`config.mk`:
```
export PLATFORM = sky130hd
export DESIGN_NAME = wb_interconnect_1xn
export DESIGN_NICKNAME = d
export VERILOG_FILES = /design/src/rtl/wb_interconnect_1xn.sv
export SDC_FILE = /design/constraint.sdc
export NUM_CORES = 1
export LEC_CHECK = 0
export CAP_MARGIN = 15
export CELL_PAD_IN_SITES_DETAIL_PLACEMENT = 0
export CELL_PAD_IN_SITES_GLOBAL_PLACEMENT = 1
export CORE_AREA = 2 2 170 172
export CTS_BUF_LIST = sky130_fd_sc_hd__clkbuf_8
export DETAILED_ROUTE_END_ITERATION = 12
export DIE_AREA = 0 0 172 174
export PLACE_DENSITY = 0.66
export SLEW_MARGIN = 15
export SYNTH_ARGS = -nofsm -noshare
export SYNTH_HDL_FRONTEND = slang
export SYNTH_SLANG_ARGS = --single-unit
```
`constraint.sdc`:
```
create_clock -name wb_clk_i -period 4 [get_ports wb_clk_i]
set_input_delay 0.8 -clock wb_clk_i [delete_from_list [all_inputs] [get_ports wb_clk_i]]
set_output_delay 0.8 -clock wb_clk_i [all_outputs]
set_load 0.005 [all_outputs]
```
`src/rtl/wb_interconnect_1xn.sv`:
```
// Wishbone B4 pipelined 1-master to N-slave interconnect.
// Address decode, outstanding tracking, default slave and response timeout.
module wb_interconnect_1xn #(
  parameter int NUM_SLAVES = 6,
  parameter logic [32*NUM_SLAVES-1:0] ADR_BEGIN = {NUM_SLAVES{32'h0}},
  parameter logic [32*NUM_SLAVES-1:0] ADR_END = {NUM_SLAVES{32'h0}},
  parameter int MAX_OUTSTANDING = 2,
  parameter int TIMEOUT_CYCLES = 255
) (
  input  logic                    wb_clk_i,
  input  logic                    wb_rst_i,
  input  logic                    m_cyc_i,
  input  logic                    m_stb_i,
  input  logic                    m_we_i,
  input  logic [31:0]             m_adr_i,
  input  logic [31:0]             m_dat_i,
  input  logic [3:0]              m_sel_i,
  output logic                    m_stall_o,
  output logic                    m_ack_o,
  output logic                    m_err_o,
  output logic [31:0]             m_dat_o,
  output logic [NUM_SLAVES-1:0]   s_cyc_o,
  output logic [NUM_SLAVES-1:0]   s_stb_o,
  output logic                    s_we_o,
  output logic [31:0]             s_adr_o,
  output logic [31:0]             s_dat_o,
  output logic [3:0]              s_sel_o,
  input  logic [NUM_SLAVES-1:0]   s_stall_i,
  input  logic [NUM_SLAVES-1:0]   s_ack_i,
  input  logic [NUM_SLAVES-1:0]   s_err_i,
  input  logic [32*NUM_SLAVES-1:0] s_dat_i,
  output logic                    timeout_o,
  output logic [31:0]             err_adr_o
);

  localparam int SW = $clog2(NUM_SLAVES + 1);
  localparam int TW = (TIMEOUT_CYCLES < 2) ? 1
                    : $clog2(TIMEOUT_CYCLES + 1);
  localparam logic [SW-1:0] DEF = SW'(NUM_SLAVES);
  localparam logic [3:0] MAXO = 4'(MAX_OUTSTANDING);
  localparam logic [TW-1:0] TLIM = TW'(TIMEOUT_CYCLES);
  localparam bit TEN = (TIMEOUT_CYCLES != 0);

  localparam logic [1:0] IDLE  = 2'd0;
  localparam logic [1:0] BUSY  = 2'd1;
  localparam logic [1:0] ABORT = 2'd2;

  logic [1:0]    state_q, state_d;
  logic [3:0]    cnt_q, cnt_d;
  logic [SW-1:0] sel_q, sel_d;
  logic [TW-1:0] timer_q, timer_d;
  logic [31:0]   adr_q, adr_d;
  logic [31:0]   eadr_q, eadr_d;
  logic          def_q, def_d;
  logic          tmo_q, tmo_d;

  logic [SW-1:0] dec;
  logic          stall_dec;
  logic          ack_cur;
  logic          err_cur;
  logic [31:0]   dat_cur;
  logic          req;
  logic          blocked;
  logic          acc;
  logic          resp;
  logic          busy;
  logic          to_hit;

  assign s_we_o  = m_we_i;
  assign s_adr_o = m_adr_i;
  assign s_dat_o = m_dat_i;
  assign s_sel_o = m_sel_i;

  assign timeout_o = tmo_q;
  assign err_adr_o = eadr_q;

  // Address decode: scan downwards so the lowest matching index wins.
  always_comb begin
    dec = DEF;
    for (int k = NUM_SLAVES - 1; k >= 0; k--) begin
      if (m_adr_i >= ADR_BEGIN[32*k +: 32] &&
          m_adr_i <= ADR_END[32*k +: 32])
        dec = SW'(k);
    end
  end

  // Select stall of the decoded slave and responses of the current slave.
  always_comb begin
    stall_dec = 1'b0;
    ack_cur   = 1'b0;
    err_cur   = 1'b0;
    dat_cur   = '0;
    for (int k = 0; k < NUM_SLAVES; k++) begin
      if (dec == SW'(k))
        stall_dec = s_stall_i[k];
      if (sel_q == SW'(k)) begin
        ack_cur = s_ack_i[k];
        err_cur = s_err_i[k];
        dat_cur = s_dat_i[32*k +: 32];
      end
    end
  end

  assign req = m_cyc_i & m_stb_i & ~wb_rst_i;
  assign busy = (state_q == BUSY);

  assign blocked = (state_q == ABORT) | (cnt_q == MAXO)
                 | ((cnt_q != 4'd0) & (dec != sel_q));

  assign m_stall_o = req & (blocked | ((dec != DEF) & stall_dec));
  assign acc = req & ~m_stall_o;

  assign m_ack_o = busy & (sel_q != DEF) & ack_cur;
  assign m_err_o = (busy & ((sel_q == DEF) ? def_q : err_cur))
                 | ((state_q == ABORT) & (cnt_q != 4'd0));
  assign m_dat_o = m_ack_o ? dat_cur : 32'h0;
  assign resp = m_ack_o | m_err_o;

  assign to_hit = TEN & busy & ~acc & ~resp & (timer_q == TLIM);

  // Per-slave strobe and cycle; cycle drops while aborting.
  always_comb begin
    s_stb_o = '0;
    s_cyc_o = '0;
    for (int k = 0; k < NUM_SLAVES; k++) begin
      s_stb_o[k] = req & ~blocked & (dec == SW'(k));
      s_cyc_o[k] = m_cyc_i & ~wb_rst_i & (state_q != ABORT)
                 & (s_stb_o[k]
                    | ((cnt_q != 4'd0) & (sel_q == SW'(k))));
    end
  end

  // Next state: outstanding count, timer, abort drain and error address.
  always_comb begin
    state_d = state_q;
    cnt_d   = cnt_q;
    sel_d   = acc ? dec : sel_q;
    timer_d = timer_q;
    adr_d   = acc ? m_adr_i : adr_q;
    eadr_d  = eadr_q;
    def_d   = acc & (dec == DEF);
    tmo_d   = 1'b0;
    if (acc && dec == DEF)
      eadr_d = m_adr_i;
    if (!m_cyc_i) begin
      state_d = IDLE;
      cnt_d   = 4'd0;
      timer_d = '0;
      def_d   = 1'b0;
    end else if (state_q == ABORT) begin
      cnt_d   = (cnt_q != 4'd0) ? cnt_q - 4'd1 : 4'd0;
      timer_d = '0;
      if (cnt_q <= 4'd1)
        state_d = IDLE;
    end else if (to_hit) begin
      state_d = ABORT;
      tmo_d   = 1'b1;
      eadr_d  = adr_q;
      timer_d = '0;
    end else begin
      case ({acc, resp})
        2'b10:   cnt_d = cnt_q + 4'd1;
        2'b01:   cnt_d = cnt_q - 4'd1;
        default: cnt_d = cnt_q;
      endcase
      state_d = (cnt_d != 4'd0) ? BUSY : IDLE;
      if (acc || resp || state_q == IDLE)
        timer_d = '0;
      else
        timer_d = timer_q + TW'(1);
    end
  end

  // State registers with asynchronous active-high reset.
  always_ff @(posedge wb_clk_i or posedge wb_rst_i) begin
    if (wb_rst_i) begin
      state_q <= IDLE;
      cnt_q   <= 4'd0;
      sel_q   <= '0;
      timer_q <= '0;
      adr_q   <= 32'h0;
      eadr_q  <= 32'h0;
      def_q   <= 1'b0;
      tmo_q   <= 1'b0;
    end else begin
      state_q <= state_d;
      cnt_q   <= cnt_d;
      sel_q   <= sel_d;
      timer_q <= timer_d;
      adr_q   <= adr_d;
      eadr_q  <= eadr_d;
      def_q   <= def_d;
      tmo_q   <= tmo_d;
    end
  end

endmodule

```
Yosys cells after proc, flatten, opt, wreduce, memory -nomap -nowiden
Cells that the tools add are included.
{"block": "totals", "output_inout_bits": 149, "ff_bits": 83, "wordCells": 150}
{"block": "classes", "mux": 52, "n_reduce_logical": 9, "n_lt_le_gt_ge": 3, "addsub": 3, "eq_ne": 24, "bitwise_logic": 51}
{"cell": "$mux W32", "count": 11}
{"cell": "$and A1 B1 Y1", "count": 35}
{"cell": "$ge A32 B1 Y1 const B", "count": 1}
{"cell": "$le A32 B1 Y1 const B", "count": 1}
{"cell": "$mux W8", "count": 4}
{"cell": "$mux W4", "count": 7}
{"cell": "$mux W1", "count": 24}
{"cell": "$eq A3 B3 Y1 const B", "count": 6}
{"cell": "$eq A3 B2 Y1 const B", "count": 4}
{"cell": "$or A1 B1 Y1", "count": 11}
{"cell": "$add A8 B1 Y8 const B", "count": 1}
{"cell": "$eq A8 B8 Y1 const B", "count": 1}
{"cell": "$mux W2", "count": 4}
{"cell": "$pmux W4 S2", "count": 1}
{"cell": "$reduce_bool A4 Y1", "count": 2}
{"cell": "$eq A3 B1 Y1 const B", "count": 2}
{"cell": "$logic_not A3 Y1", "count": 2}
{"cell": "$ne A3 B2 Y1 const B", "count": 2}
{"cell": "$ne A3 B3 Y1 const B", "count": 2}
{"cell": "$not A1 Y1", "count": 5}
{"cell": "$add A4 B1 Y4 const B", "count": 1}
{"cell": "$eq A2 B1 Y1 const B", "count": 2}
{"cell": "$eq A2 B2 Y1 const B", "count": 2}
{"cell": "$eq A4 B2 Y1 const B", "count": 1}
{"cell": "8 further kinds", "count": 10}

Logic depth before layout (Yosys ltp)
Gate-level depths: netlist of run 1.
{"block": "logic_depth", "ltp_word": 27, "ltp_mapped": 15, "depth_no_buf": 14}

Least setup slack after synthesis of run 1
OpenSTA, ideal clock, no wires.
{"block": "synth_path", "path_kind": "input to register", "startpoint": "in m_adr_i[12]", "endpoint": "reg cnt_q[3]", "stages": 12, "required_time_ns": 3.863, "arrival_ns": 3.158, "setup_slack_ns": 0.704, "path_cell_list": "nor4_1 nand4_1 o211ai_4 inv_4 nor2_4 buf_2 ha_1 clkbuf_1 or2_2 o211a_1 a21oi_1 o221ai_1"}
{"block": "synth_via", "elab_chain_len": 23, "elab_cells_between_ends": 39}
{"element": "start, declared", "line_no": "15", "source": "input logic [31:0] m_adr_i,"}
{"element": "$ge A32 B1 Y1 or $le A32 B1 Y1 (tied branches)", "line_no": "81, 82"}
{"element": "$logic_and A1 B1 Y1 *", "line_no": "81", "source": "if (m_adr_i >= ADR_BEGIN[32*k +: 32] &&"}
{"element": "$mux W3 *", "line_no": "81"}
{"element": "$logic_not A3 Y1", "line_no": "94", "source": "if (dec == SW'(k))"}
{"element": "$mux W1 (6 in a row)", "line_no": "94"}
{"element": "$and A1 B1 Y1", "line_no": "110", "source": "assign m_stall_o = req & (blocked | ((dec != DEF) & stall_dec));"}
{"element": "$or A1 B1 Y1 *", "line_no": "110"}
{"element": "$and A1 B1 Y1 *", "line_no": "110"}
{"element": "(+2 left out)"}
{"element": "$eq A2 B1 Y1 or $eq A2 B2 Y1 (tied branches)", "line_no": "161", "source": "case ({acc, resp})"}
{"element": "$pmux W4 S2", "line_no": "161"}
{"element": "$mux W4", "line_no": "155", "source": "end else if (to_hit) begin"}
{"element": "$mux W4", "line_no": "150", "source": "end else if (state_q == ABORT) begin"}
{"element": "$mux W4", "line_no": "145", "source": "if (!m_cyc_i) begin"}
{"element": "$mux W4", "line_no": "155"}
{"element": "$mux W4", "line_no": "150"}
{"element": "$mux W4", "line_no": "145"}
{"element": "end signal, assigned", "line_no": "187", "source": "cnt_q <= cnt_d;"}
{"element": "end, declared", "line_no": "49", "source": "logic [3:0] cnt_q, cnt_d;"}
Mark *: on every way between the ends. The rest lies on a longest branch, timed or not. The select of a mux whose other input is x is not followed.
A chain may end at the register's enable or synchronous reset.

Worst setup path after layout of run 1
{"block": "layout_path", "startpoint": "in m_adr_i[17]", "endpoint": "out s_cyc_o[0]"}
{"block": "layout_via", "elab_chain_len": 11, "elab_cells_between_ends": 13}
{"element": "$ge A32 B1 Y1 or $le A32 B1 Y1 (tied branches)", "line_no": "81, 82"}
{"element": "$logic_and A1 B1 Y1 *", "line_no": "81"}
{"element": "$mux W3 *", "line_no": "81"}
{"element": "$ne A3 B3 Y1", "line_no": "108", "source": "| ((cnt_q != 4'd0) & (dec != sel_q));"}
{"element": "$and A1 B1 Y1", "line_no": "108"}
{"element": "$or A1 B1 Y1", "line_no": "108"}
{"element": "$not A1 Y1", "line_no": "126", "source": "s_stb_o[k] = req & ~blocked & (dec == SW'(k));"}
{"element": "$and A1 B1 Y1", "line_no": "126"}
{"element": "$and A1 B1 Y1 *", "line_no": "126"}
{"element": "$or A1 B1 Y1 *", "line_no": "129", "source": "| ((cnt_q != 4'd0) & (sel_q == SW'(k))));"}
{"element": "$and A1 B1 Y1 *", "line_no": "128", "source": "& (s_stb_o[k]"}
{"element": "end, declared", "line_no": "22", "source": "output logic [NUM_SLAVES-1:0] s_cyc_o,"}
Mark *: on every way between the ends. The rest lies on a longest branch, timed or not.

==> results of run 1 <==
kinds of logic after synthesis:
kind of cell    after synthesis
compound gates               63
flops                        81
mux                          68
buf+inv                     109
xor+xnor                      7
other cells                   1
fa+ha+maj                     9
simple gates                106
area by class of cell:
type / instances / area [um^2]
Multi-Input combinational cell: 263 / 2351
Tap cell: 384 / 480.5
Clock inverter: 4 / 51.30
Timing Repair Buffer: 216 / 2121
Fill cell: 2986 / 21010
Inverter: 10 / 41.29
Sequential cell: 81 / 2027
Clock buffer: 11 / 151.4
power by group:
part	total [mW]	switching [mW]	leakage (nW)	internal [mW]
Clock	0.648	0.327	0.102	0.321
Sequential	1.09	0.0946	1.01	0.991
Combinational	0.720	0.229	2.06	0.492
Total	2.45	0.650	3.16	1.80
cells in the final DEF, fill, tap and decap left out, types with 3 or more instances in the layout:
cell type | synthesis | final
sky130_fd_sc_hd__and4_1 | 3 | 3
sky130_fd_sc_hd__buf_12 | 0 | 3
sky130_fd_sc_hd__clkdlybuf4s50_1 | 0 | 158
sky130_fd_sc_hd__mux2i_1 | 3 | 3
sky130_fd_sc_hd__nand2_1 | 10 | 10
sky130_fd_sc_hd__clkbuf_8 | 0 | 11
sky130_fd_sc_hd__dlymetal6s2s_1 | 0 | 13
sky130_fd_sc_hd__mux2_2 | 9 | 9
sky130_fd_sc_hd__or2_2 | 3 | 3
sky130_fd_sc_hd__nor2_2 | 2 | 3
sky130_fd_sc_hd__xnor2_1 | 3 | 3
sky130_fd_sc_hd__nand4_1 | 5 | 5
sky130_fd_sc_hd__buf_4 | 80 | 41
sky130_fd_sc_hd__mux2_1 | 22 | 22
sky130_fd_sc_hd__nor3_1 | 4 | 4
sky130_fd_sc_hd__xor2_1 | 4 | 4
sky130_fd_sc_hd__and3_1 | 3 | 3
sky130_fd_sc_hd__a32o_1 | 11 | 11
sky130_fd_sc_hd__a22o_1 | 21 | 21
sky130_fd_sc_hd__conb_1 | 1 | 10
sky130_fd_sc_hd__o221ai_1 | 3 | 3
sky130_fd_sc_hd__inv_1 | 7 | 6
sky130_fd_sc_hd__ha_1 | 9 | 9
sky130_fd_sc_hd__and2_1 | 33 | 33
sky130_fd_sc_hd__o21ai_0 | 4 | 3
sky130_fd_sc_hd__mux2_4 | 34 | 34
sky130_fd_sc_hd__nor4_2 | 0 | 6
sky130_fd_sc_hd__nand3_1 | 8 | 8
sky130_fd_sc_hd__nor2_1 | 13 | 12
sky130_fd_sc_hd__dfrtp_1 | 81 | 81
sky130_fd_sc_hd__a21o_1 | 3 | 3
sky130_fd_sc_hd__a21oi_1 | 6 | 5
flip-flops by register name, summed over array words and instances (netlist names):
name	cells
cnt_q	4
err_adr_o	32
state_q	2
timeout_o	1
sel_q	1
timer_q	8
def_q	1
adr_q	32
stage by stage:
stage                     TNS, ps  cell area, um^2  utilization [%]  setup slack (ps)  power [mW]
final                           0             7223            25.58             185.7       2.453
after global placement     -645.0             6908            24.46            -294.7       1.814
after global routing            0             7223            25.58             31.22       2.604
after CTS                       0             7146            25.31             3.406       2.505
after detailed placement   -281.4             6908            24.46            -170.7       1.824
after floorplan                 0             5052                -             704.5       1.483
routing by layer:
metal | routed length (um) | share of wire [%]
met1 | 6858 | 45
met5 | 0 | 0
met3 | 1386 | 9.1
met2 | 6828 | 45
met4 | 159 | 1.0
timing repair:
item	in CTS	in global routing
setup endpoints to repair	3	3
setup buffers	0	1
pin swaps	3	11
gates resized for setup	7	20
hold buffers	0	0
how the worst max path moves through the flow:
stage                start          to  slack (ps)  cells past startpoint
2_1_floorplan  m_adr_i[12]    cnt_q[3]         700                     12
3_3_place_gp    m_adr_i[7]   m_stall_o        -290                      9
3_5_place_dp    m_adr_i[7]   m_stall_o        -170                      9
4_1_cts        m_adr_i[27]   m_stall_o           3                      9
5_1_grt        m_adr_i[17]   m_stall_o          30                      9
6_report       m_adr_i[17]  s_cyc_o[0]         190                      9
==> impl_metrics.py, run 1 <==
metrics = {
    "synth": {
        "yosys.area.top_type": "sky130_fd_sc_hd__dfrtp_1",
        "yosysTopAreaCellShare_pct": 40.39,
        "synth_fa_ha_area_share_pct": 2.244,
        "synth.ff_latch_count": 81,
        "syn_inst": 444,
        "synthesized_area_divided_by_synthesized_cell_count_um2": 11.30,
        "yosysWarnings": 0,
        "synthXorXnorAreaFrac_pct": 1.222,
        "synth_mux_area_share_pct": 17.73,
        "dominant_combinational_cell_family_by_area_after_synthesis": "multiplexers",
        "post_synth_num_cell_types": 59,
        "synth.most_common_cell": "sky130_fd_sc_hd__dfrtp_1",
        "yosysSeqAreaShare_pct": 40.39,
        "synth-edff-count": 0,
        "ys_dominant_reg_cell": "sky130_fd_sc_hd__dfrtp_1",
        "synth_top_cells_by_count": "81 x sky130_fd_sc_hd__dfrtp_1, 80 x sky130_fd_sc_hd__buf_4, 34 x sky130_fd_sc_hd__mux2_4, 33 x sky130_fd_sc_hd__and2_1, 22 x sky130_fd_sc_hd__mux2_1",
        "asyncSetResetFlopFracSynth_pct": 100.0,
        "netlist_area_before_placement_um2": 5019,
        "synth-compound-area-share_pct": 10.70,
        "synth_simple_gate_area_share_pct": 12.74,
        "ys_top_cells_by_area": "sky130_fd_sc_hd__dfrtp_1 40%, sky130_fd_sc_hd__buf_4 12%, sky130_fd_sc_hd__mux2_4 10%",
    },
    "critical_path": {
        "ff_to_ff_start": "cnt_q[0]",
        "critPathRequiredTime_ps": 3200,
        "timing.critical_path.to_type": "output pin",
        "reg2reg_setup_slack_ps": 830,
        "critical_path.slowest_cell": "sky130_fd_sc_hd__clkdlybuf4s50_1",
        "path_buf_inv": 4,
        "worst-setup-path-type": "input pin to output pin",
        "crit_chain": "clkdlybuf4s50_1, nor4_2, buf_4, nand4_1, nor2_2, buf_4, a31oi_1, nor3_1, clkdlybuf4s50_1",
        "dominant_delay_contributor_by_cell_family_on_the_critical_path": "buffers and inverters",
        "cp.arrival_ps": 3010,
        "critical_path.reg2reg.endpoint": "state_q[0]",
        "crit_fanout": 2,
        "r2r.worst_path.cells": 12,
        "cpPeakStageDelay_ps": 530,
        "critical_path.startpoint_type": "input pin",
    },
    "detailed_routing": {
        "drt.antenna.violating_nets": 0,
        "vias_per_cell": 3.836,
        "drc_markers": 0,
        "drt_pass1_iterations": 4,
        "dr_total_vias": 3717,
        "routed_wl_um": 15230,
        "detail_routed_net_length_per_standard_cell_um": 15.72,
        "drt_iter0_drc": 188,
    },
    "cts": {
        "numClockSinks": 81,
        "reg_clk_slew_reported_paths_ps": 80,
        "insertion_delay_ps": 380,
        "ctsLongestPathBuffers": 2,
        "cts_root_buffer": "sky130_fd_sc_hd__clkbuf_8",
        "tritoncts.num_buffers": 9,
        "htree_num_levels": 3,
        "tritoncts": "done",
    },
    "power": {
        "leakagePower_nw": 3.163,
        "pwr_density_cell_nw_per_um2": 339.6,
        "ir_drop_mv": 0.1928,
    },
    "min_path": {
        "worst_min_delay_path_category": "flop to flop",
        "hold-path-cell-count": 1,
        "worstHoldStart": "timer_q[0]",
        "worstHoldEndpoint": "timer_q[0]",
    },
    "final_layout": {
        "layout.nets": 873,
        "post_layout_nonfiller_instances": 969,
        "diodes": 0,
        "drive_gt1_share_pct": 22.05,
        "synthToLayoutAreaGrowth_pct": 43.93,
    },
    "run_status": {
        "run_status": "complete, no violations",
    },
    "global_routing": {
        "wire_length_of_the_first_global_routing_pass_um": 22810,
        "vias_in_the_first_global_route": 3805,
        "groute.layer.met2.usage_pct": 14.98,
        "grt-ovfl-total": 0,
        "global_route.usage.total_pct": 10.17,
        "maximum_number_of_pins_on_one_net_before_global_route_repair": 62,
        "grt-busiest-layer": "met2",
        "grt_antenna_before_repair": 0,
        "groute.layer.met1.usage_pct": 13.57,
        "groute.layer.met3.usage_pct": 4.349,
    },
    "floorplanning": {
        "chipHeight_um": 174,
        "row_count": 62,
        "die-area_um2": 29930,
        "core_region_area_um2": 28240,
        "chipWidth_um": 172,
        "initial_core_util_pct": 17.77,
        "io_pins": 432,
    },
    "sta": {
        "maxClockFrequency_mhz": 262.2,
        "timing.final.max_slew_violations": 0,
        "timing.final.crit_period_ps": 3814,
        "final-setup-viol-count": 0,
        "setup_repair_after_global_routing_missed_its_margin": "no",
        "fin_worst_skew_ps": 15.47,
        "timing_hold_violations_final": 0,
        "post-route-period-util_pct": 95.36,
        "fin_worst_hold_slack_ps": 481.6,
    },
    "place": {
        "detailed_place_hpwl_um": 11140,
        "gp_routability_congestion": 0.7209,
        "placement.io_buffers": 172,
        "placed_cells_incl_taps": 953,
    },
    "flow_run": {
        "max-cap-violations": 0,
    },
}
Power figures use the tool's default switching activity.
==> run 2, diff against run 1 <==
==> constraint.sdc (replaced) <==
create_clock -name wb_clk_i -period 4 [get_ports wb_clk_i]
set_input_delay 1 -clock wb_clk_i [delete_from_list [all_inputs] [get_ports wb_clk_i]]
set_output_delay 1 -clock wb_clk_i [all_outputs]
set_load 0.005 [all_outputs]
==> run 2 against run 1 <==
Net effect: routed wire length is 1.5% lower; non-clock buffer count is 18 higher; clock-buffer cell count is 1 lower; critical path depth stayed put; die area stayed put.
==> impl_metrics.py, run 2 (synthesis results as in run 1) <==
metrics = {
    "global_routing": {
        "maximum_number_of_pins_on_one_net_before_global_route_repair": 45,
        "vias_in_the_first_global_route": 3810,
        "global_route.usage.total_pct": 10.13,
        "grt_antenna_before_repair": 0,
        "grt-ovfl-total": 0,
        "wire_length_of_the_first_global_routing_pass_um": 23040,
    },
    "critical_path": {
        "timing.critical_path.to_type": "output pin",
        "worst-setup-path-type": "input pin to output pin",
        "reg2reg_setup_slack_ps": 820,
        "crit_chain": "clkdlybuf4s50_1, nor4_2, buf_4, nand4_1, nor2_2, buf_4, nand2_1, a21oi_2, dlygate4sd2_1",
        "r2r.worst_path.cells": 12,
        "critical_path.reg2reg.endpoint": "state_q[0]",
        "timing.critical_path.to": "s_stb_o[0]",
        "cpPeakStageDelay_ps": 430,
        "crit_fanout": 2,
        "critPathRequiredTime_ps": 3000,
        "worst_path_most_repeated_cell": "sky130_fd_sc_hd__buf_4",
        "cp.arrival_ps": 2870,
        "critical_path.startpoint_type": "input pin",
        "critical_path.slowest_cell": "sky130_fd_sc_hd__clkdlybuf4s50_1",
        "worst_setup_path_startpoint": "m_adr_i[12]",
        "ff_to_ff_start": "cnt_q[0]",
    },
    "sta": {
        "maxClockFrequency_mhz": 258.3,
        "timing_worst_slew_pin_value_ps": 550.9,
        "final-setup-viol-count": 0,
        "fin_worst_hold_slack_ps": 488.6,
        "timing.final.crit_period_ps": 3872,
        "post-route-period-util_pct": 96.79,
        "fin_worst_skew_ps": 19.79,
        "timing.final.max_slew_violations": 0,
        "timing_hold_violations_final": 0,
        "setup_repair_after_global_routing_missed_its_margin": "no",
        "layout_setup_ws_ps": 128.5,
        "max-slew-margin-rel_pct": 63.28,
    },
    "cts": {
        "insertion_delay_ps": 380,
        "post-cts-setup-buffers": 0,
        "reg_clk_slew_reported_paths_ps": 90,
        "post_cts_hold_buffer_count": 0,
        "tritoncts.num_buffers": 9,
        "htree_num_levels": 3,
        "ctsLongestPathBuffers": 2,
        "tritoncts": "done",
        "cts_root_buffer": "sky130_fd_sc_hd__clkbuf_8",
        "numClockSinks": 81,
    },
    "floorplanning": {
        "row_count": 62,
        "die-area_um2": 29930,
        "io_pins": 432,
        "chipHeight_um": 174,
        "core_region_area_um2": 28240,
        "initial_core_util_pct": 17.77,
        "chipWidth_um": 172,
    },
    "detailed_routing": {
        "detail_routed_net_length_per_standard_cell_um": 15.18,
        "vias_per_cell": 3.844,
        "routed_wl_um": 15000,
        "drt_pass1_iterations": 4,
        "drt_iter0_drc": 153,
        "dr_total_vias": 3798,
        "drc_markers": 0,
        "drt.antenna.violating_nets": 0,
    },
    "final_layout": {
        "filler_instances": 2997,
        "synthToLayoutAreaGrowth_pct": 45.72,
        "multi_input_comb_area_um2": 2312,
        "leading_cell_type_in_the_layout_fill_and_taps_excluded": "sky130_fd_sc_hd__clkdlybuf4s50_1",
        "drive_gt1_share_pct": 24.17,
        "layout.nets": 891,
        "mostFrequentLayoutCells": "165 x sky130_fd_sc_hd__clkdlybuf4s50_1, 81 x sky130_fd_sc_hd__dfrtp_1, 58 x sky130_fd_sc_hd__buf_4",
        "diodes": 0,
        "post_layout_nonfiller_instances": 988,
        "utilization_pct": 25.90,
        "total_area_of_sequential_cells_um2": 2027,
    },
    "place": {
        "gp_routability_congestion": 0.7598,
        "placed_cells_incl_taps": 972,
        "detailed_place_hpwl_um": 11340,
        "pre_cts_slack_ps": -588.7,
        "placement.io_buffers": 172,
    },
    "power": {
        "ir_drop_mv": 0.1922,
        "pwr_density_cell_nw_per_um2": 343.9,
        "leakagePower_nw": 3.168,
    },
    "min_path": {
        "worst_min_delay_path_category": "flop to flop",
        "worstHoldStart": "timer_q[0]",
    },
    "flow_run": {
        "max-cap-violations": 0,
    },
    "run_status": {
        "run_status": "complete, no violations",
    },
}
-- run 2: cell count changes in the layout (fill, tap and decap cells not counted), sizes merged --
| cell | delta |
|---|---|
| inv | +1 |
| dlygate4sd2 | +3 |
| clkinvlp | -1 |
| clkinv | +1 |
| dlymetal6s2s | -12 |
| clkbuf | -1 |
| buf | +20 |
| bufinv | +1 |
| clkdlybuf4s50 | +7 |
-- run 2: critical path, delay by kind of cell --
kind,cells,cell delay (ps)
and+or+nand+nor,4,760
buffers and inverters,4,990
AOI/OAI and AO/OA,1,110
-- run 2: metrics by stage --
stage | cell area, um^2 | TNS, ps | power (mW)
2_1_floorplan | 5052 | 0 | 1.483
3_3_place_gp | 7063 | -2924 | 1.826
3_5_place_dp | 7063 | -6836 | 1.836
4_1_cts | 7313 | 0 | 2.565
5_1_grt | 7313 | 0 | 2.658
6_report | 7313 | 0 | 2.515
-- run 2: repair_timing --
item | CTS | global route
gates resized for setup | 13 | 7
pin swaps | 3 | 4
setup endpoints to repair | 3 | 3
-- run 2: power by group --
group	total, mW	internal, mW	switching, mW
clock	0.701	0.371	0.330
combinational	0.727	0.502	0.226
sequential	1.09	0.991	0.0959
total	2.52	1.86	0.651
-- run 2: cell type report --
cell class	instances	area share (%)
clock buffer	10	1.882
clock inverter	6	1.232
inverter	10	0.5646
multi-input combinational	263	31.62
sequential	81	27.72
tap	384	6.570
timing repair buffer	234	30.42
-- run 2: worst min-delay path by stage --
| stage | depth (start not counted) | end | slack (ps) |
|---|---|---|---|
| after detailed placement | 1 | timer_q[0] | 470 |
| after global placement | 1 | err_adr_o[22] | 470 |
| after floorplan | 1 | timer_q[0] | 450 |
| after CTS | 1 | timer_q[0] | 490 |
| after global routing | 1 | err_adr_o[22] | 510 |
| final | 1 | timer_q[0] | 490 |
-- run 2: metal layers --
layer | vias up | track usage [%] | share of wire [%]
met1 | 1842 | 13.70 | 45
met4 | 0 | 3.011 | 1.3
li1 | 1803 | - | -
met3 | 16 | 4.281 | 10
met2 | 137 | 14.61 | 44
met5 | - | 0 | 0
